### config.mk
export PLATFORM = sky130hd
export DESIGN_NAME = conv33_seq
export DESIGN_NICKNAME = d
export VERILOG_FILES = /design/src/rtl/conv33_seq.sv
export SDC_FILE = /design/constraint.sdc
export NUM_CORES = 1
export LEC_CHECK = 0
export CORE_MARGIN = 3
export CORE_UTILIZATION = 55
export CTS_CLUSTER_SIZE = 10
export DETAILED_ROUTE_END_ITERATION = 12
export MAX_ROUTING_LAYER = met4
export PLACE_DENSITY = 0.87
export SLEW_MARGIN = 40
export SYNTH_ARGS = -nofsm -noshare
export SYNTH_HDL_FRONTEND = slang
export SYNTH_SLANG_ARGS = --single-unit
### constraint.sdc
create_clock -name clk -period 8.6 [get_ports clk]
set_input_delay 1.72 -clock clk [delete_from_list [all_inputs] [get_ports clk]]
set_output_delay 1.72 -clock clk [all_outputs]
set_load 0.01 [all_outputs]
### src/rtl/conv33_seq.sv
// Frame sequencer: streams a W_IN x W_IN image from a three-port pixel memory into conv33
// and writes each valid window result to the output memory. `define CONV33_SEQ_PERF_EN adds perf_cycles.
module conv33_seq #(
    parameter int PIXEL_WIDTH = 8,
    parameter int W_IN        = 252,
    parameter int CONV_LAT    = 1,
    parameter int IN_AW       = $clog2(W_IN*W_IN),
    parameter int OUT_AW      = $clog2((W_IN-2)*(W_IN-2))
) (
    input  logic                   clk,
    input  logic                   rst_n,
    input  logic                   start,
    input  logic                   abort,
    input  logic [1:0]             mode_in,
    output logic                   busy,
    output logic                   done,
    output logic                   rd_en,
    output logic [IN_AW-1:0]       rd_addr_top,
    output logic [IN_AW-1:0]       rd_addr_mid,
    output logic [IN_AW-1:0]       rd_addr_bot,
    input  logic [PIXEL_WIDTH-1:0] rd_data_top,
    input  logic [PIXEL_WIDTH-1:0] rd_data_mid,
    input  logic [PIXEL_WIDTH-1:0] rd_data_bot,
    output logic                   conv_shift_en,
    output logic                   conv_row_clr_n,
    output logic [PIXEL_WIDTH-1:0] conv_pix_top,
    output logic [PIXEL_WIDTH-1:0] conv_pix_mid,
    output logic [PIXEL_WIDTH-1:0] conv_pix_bot,
    output logic [1:0]             conv_mode,
    input  logic [PIXEL_WIDTH-1:0] conv_pixel_out,
    output logic                   wr_en,
    output logic [OUT_AW-1:0]      wr_addr,
    output logic [PIXEL_WIDTH-1:0] wr_data
`ifdef CONV33_SEQ_PERF_EN
    ,
    output logic [31:0]            perf_cycles
`endif
);

    localparam int CW  = $clog2(W_IN);
    localparam int LCW = $clog2(CONV_LAT + 1) + 1;

    typedef enum logic [2:0] {S_IDLE, S_READ, S_WAIT, S_CLEAR, S_DONE} state_t;
    state_t state_q, state_d;

    logic [CW-1:0]     col_q, row_q, sh_col_q;
    logic [LCW-1:0]    wait_q;
    logic [IN_AW-1:0]  in_base_q;
    logic [OUT_AW-1:0] out_base_q;
    logic [1:0]        mode_q;
    logic              aborted_q;
    logic              shift_q;
    logic [CONV_LAT-1:0] dl_v_q;
    logic [OUT_AW-1:0] dl_a_q [CONV_LAT];

    logic              last_col, last_row, wait_end, flush, dl_load;
    logic [IN_AW-1:0]  top_addr;

    assign last_col = (col_q == CW'(W_IN-1));
    assign last_row = (row_q == CW'(W_IN-3));
    assign wait_end = (wait_q == LCW'(CONV_LAT));
    // An abort kills anything still in flight towards the output memory, this cycle included.
    assign flush    = abort && ((state_q == S_READ) || (state_q == S_WAIT));
    assign dl_load  = shift_q && (sh_col_q >= CW'(2)) && !flush && !aborted_q;
    assign top_addr = in_base_q + IN_AW'(col_q);

    always_ff @(posedge clk or negedge rst_n) begin
        if (!rst_n) state_q <= S_IDLE;
        else        state_q <= state_d;
    end

    always_comb begin
        state_d = state_q;
        case (state_q)
            S_IDLE:  if (start) state_d = S_READ;
            S_READ:  if (abort) state_d = S_CLEAR;
                     else if (last_col) state_d = S_WAIT;
            S_WAIT:  if (abort || wait_end) state_d = S_CLEAR;
            S_CLEAR: if (aborted_q || abort) state_d = S_IDLE;
                     else if (last_row) state_d = S_DONE;
                     else state_d = S_READ;
            S_DONE:  state_d = S_IDLE;
            default: state_d = S_IDLE;
        endcase
    end

    always_comb begin
        busy           = (state_q != S_IDLE);
        done           = (state_q == S_DONE);
        rd_en          = (state_q == S_READ);
        conv_row_clr_n = (state_q != S_CLEAR);
    end

    // Row bases advance by running sums so no multiplier is needed.
    always_ff @(posedge clk or negedge rst_n) begin
        if (!rst_n) begin
            col_q      <= '0;
            row_q      <= '0;
            wait_q     <= '0;
            in_base_q  <= '0;
            out_base_q <= '0;
            mode_q     <= '0;
            aborted_q  <= 1'b0;
        end else begin
            case (state_q)
                S_IDLE: if (start) begin
                    mode_q     <= mode_in;
                    col_q      <= '0;
                    row_q      <= '0;
                    wait_q     <= '0;
                    in_base_q  <= '0;
                    out_base_q <= '0;
                    aborted_q  <= 1'b0;
                end
                S_READ:  col_q  <= last_col ? '0 : col_q + CW'(1);
                S_WAIT:  wait_q <= wait_q + LCW'(1);
                S_CLEAR: begin
                    wait_q <= '0;
                    if (state_d == S_READ) begin
                        row_q      <= row_q + CW'(1);
                        col_q      <= '0;
                        in_base_q  <= in_base_q + IN_AW'(W_IN);
                        out_base_q <= out_base_q + OUT_AW'(W_IN-2);
                    end
                end
                default: ;
            endcase
            if (flush) aborted_q <= 1'b1;
        end
    end

    always_ff @(posedge clk or negedge rst_n) begin
        if (!rst_n) begin
            shift_q  <= 1'b0;
            sh_col_q <= '0;
            dl_v_q   <= '0;
            for (int i = 0; i < CONV_LAT; i++) dl_a_q[i] <= '0;
        end else begin
            shift_q  <= rd_en;
            sh_col_q <= col_q;
            if (flush) begin
                dl_v_q <= '0;
            end else begin
                dl_v_q[0] <= dl_load;
                for (int i = 1; i < CONV_LAT; i++) dl_v_q[i] <= dl_v_q[i-1];
            end
            dl_a_q[0] <= out_base_q + OUT_AW'(sh_col_q) - OUT_AW'(2);
            for (int i = 1; i < CONV_LAT; i++) dl_a_q[i] <= dl_a_q[i-1];
        end
    end

    assign rd_addr_top   = rd_en ? top_addr : '0;
    assign rd_addr_mid   = rd_en ? top_addr + IN_AW'(W_IN) : '0;
    assign rd_addr_bot   = rd_en ? top_addr + IN_AW'(2*W_IN) : '0;
    assign conv_shift_en = shift_q;
    assign conv_pix_top  = shift_q ? rd_data_top : '0;
    assign conv_pix_mid  = shift_q ? rd_data_mid : '0;
    assign conv_pix_bot  = shift_q ? rd_data_bot : '0;
    assign conv_mode     = mode_q;
    assign wr_en         = dl_v_q[CONV_LAT-1] && !flush;
    assign wr_addr       = wr_en ? dl_a_q[CONV_LAT-1] : '0;
    assign wr_data       = wr_en ? conv_pixel_out : '0;

`ifdef CONV33_SEQ_PERF_EN
    logic [31:0] perf_q;
    always_ff @(posedge clk or negedge rst_n) begin
        if (!rst_n)                           perf_q <= '0;
        else if ((state_q == S_IDLE) && start) perf_q <= '0;
        else if (busy)                        perf_q <= perf_q + 32'd1;
    end
    assign perf_cycles = perf_q;
`endif

endmodule

==> impl_metrics.ini <==
[cts]
cts_max_level = 3
cts_tree = yes
cts_inserted_buffers = 9
cts_resized = 0
postCtsHoldBufs = 0
clock_sinks = 79
cts_max_path_buffers = 2
root_buffer = clkbuf_8
clkTransAtPathRegs_ns = 0.09
post_cts_buffers = 0
worstSkewPairLatency_ns = 0.36

[critical_path]
endpoint_kind = output port
path_class = reg -> out
required_ns = 6.88
r2r_setup_slack_ns = 5.93
startpoint = col_q[3]
cp.arrival_ns = 4.25
reg2reg_to = dl_a_q[15]
reg2reg_depth = 10
timing.rr.start = out_base_q[4]
critPathMaxFanout = 7
worstSetupStartpointType = register
critPathCapture = rd_addr_mid[13]

[power]
vdd_ir_drop_max_mv = 0.412
p_total_w = 0.00291
pwr-share-comb = 0.670
swShare = 0.461
internal-power_w = 0.00157
power_frac_clock = 0.098
p_leak_nw = 3.32
power.density_nw_per_um2 = 389
power_switching_w = 0.00134
power.share.sequential = 0.232

[logic_synthesis]
synth_commonest_cells = nor2_1, dfrtp_1, inv_1
synth_most_common_cell = nor2_1
synth_cell_types = 70
synth_top_cell_area_share = 0.337
synth_warnings = 0
synth-main-ff-cell = dfrtp_1
syn_nets = 795
synth-edff-count = 0
synth_area_leaders = dfrtp_1, ha_1, nor2_1, xnor2_1, and2_1
ys_seq_area_frac = 0.337
yosysTopAreaCell = dfrtp_1
synth_area_per_cell_sq_um = 8.19
ys_ff_latch = 79
async_flop_share = 1.00
syn_area_sq_um = 5860
syn_inst = 715

[detailed_routing]
dr.pass1.iters = 5
drc = 0
vias_per_cell = 5.59
initialDrtViolationCount = 413
wirelength_mm = 14.6
routedWlPerCell_microns = 15.1
drtAntennaViolNets = 0
vias = 5420

[sta]
fin_crit_ns = 5.97
hold_viol = 0
relSlewSlack = 0.500
slew_violations = 0
worst-slew-pin-transition_ns = 0.750
post-route-period-util = 0.694
rsz0062_at_grt = no
fin_tns_setup_ns = 0
finalClockSkew_ns = 0.0114
setup_viol = 0
clock.fmax_mhz = 168
worst_slack_ns = 2.63

[layout]
multiInputGateArea_sq_um = 3480
fill_cells = 767
drive_above_1_share = 0.0432
seq_area_sq_um = 1980
insertedDiodeCount = 0
nNetsFinal = 908
synthToLayoutAreaGrowth_pct = 27.7

[flow_run]
drv_cap = 0

[floorplan]
num_rows = 37
ios = 142
dieArea_sq_um = 11900
die_y_microns = 109
core_sq_um = 10300
die_w_microns = 109
start_util = 0.568

[hold_path]
hold_depth = 0
hold_class = reg -> reg
hp-start = sh_col_q[0]

[placement]
hpwl_mm = 10.9
portBuffers = 141
gp_congestion = 0.888
detailedPlace.worstSlack_ns = 3.05

[status]
status = finished clean

[grt]
grt_max_degree = 80
overflow = 0
grt_pass1_vias = 5338
track_usage = 0.260
antenna_found_initial = 0
grt_pass1_wl_mm = 24.6
[worst max-delay path: stages, from the launching register on]
cell and delay [ns]:
dfrtp_1 0.45, ha_1 0.41, a21o_1 0.26, xnor2_1 0.38, ha_1 0.31, a21bo_2 0.26
a2111oi_0 0.54, a32o_1 0.24, maj3_2 0.26, o21ai_1 0.07, a21oi_1 0.15, clkdlybuf4s50_1 0.55
[layout make-up]
| type | instances | share of cell area |
|---|---|---|
| Multi-Input combinational cell | 537 | 0.466 |
| Inverter | 57 | 0.0286 |
| Clock buffer | 9 | 0.0165 |
| Timing Repair Buffer | 144 | 0.192 |
| Tap cell | 136 | 0.0227 |
| Clock inverter | 7 | 0.0107 |
| Sequential cell | 79 | 0.264 |
[cell usage in the layout (no fill, tap or decap), types with 22 or more instances in the layout]
cell	count
nand2_1	53
dfrtp_1	79
nor2_1	90
and2_1	33
a21oi_1	36
and3_1	29
inv_1	55
xor2_1	22
xnor2_1	38
ha_1	41
clkdlybuf4s50_1	140
o21ai_0	25
[stage by stage]
| step | cell area [sq um] | std cells | hold slack (ns) | util |
|---|---|---|---|---|
| 6_report | 7480 | 969 | 0.362 | 0.725 |
| 3_5_place_dp | 7280 | 953 | 0.347 | 0.705 |
| 3_3_place_gp | 7270 | 953 | 0.333 | 0.705 |
| 2_1_floorplan | 5860 | 715 | 0.331 | - |
| 5_1_grt | 7480 | 969 | 0.371 | 0.725 |
| 4_1_cts | 7480 | 969 | 0.368 | 0.725 |
[cells by family (layout without fill, tap and decap cells)]
group           Yosys count  in the layout  synth area share
other cells               1              1          0.000640
flops                    79             79             0.337
mux                       9              9            0.0154
compound gates          123            123             0.138
xor+xnor                 60             60            0.0897
fa+ha+maj                43             43            0.0929
simple gates            301            301             0.258
buf+inv                  99            217            0.0690
[power groups by stage]
| stage | sequential, W | combinational [W] | clock, W |
|---|---|---|---|
| 6_report | 0.000676 | 0.00195 | 0.000284 |
| 5_1_grt | 0.000700 | 0.00216 | 0.000306 |
| 4_1_cts | 0.000673 | 0.00195 | 0.000288 |
| 3_5_place_dp | 0.000678 | 0.00192 | 0 |
| 3_3_place_gp | 0.000671 | 0.00186 | 0 |
| 2_1_floorplan | 0.000601 | 0.00134 | 0 |
[sequential cells by signal, summed over array words and instances, names as in the netlist]
name,count
dl_a_q,16
out_base_q,15
in_base_q,14
col_q,8
row_q,8
sh_col_q,8
state_q,3
conv_mode,2
wait_q,2
aborted_q,1
conv_shift_en,1
dl_v_q,1
[layer usage]
layer  global-route usage  wire [microns]
met1                0.319            6300
met2                0.448            7380
met3               0.0456             780
met4               0.0606             166
met5                    -               0
[how the worst min path moves through the flow]
stage	end
3_3_place_gp	dl_a_q[0]
3_5_place_dp	dl_a_q[0]
5_1_grt	dl_a_q[0]
4_1_cts	dl_a_q[0]
2_1_floorplan	dl_a_q[0]
6_report	dl_a_q[0]
No activity file was read; power rests on OpenSTA's default activity.
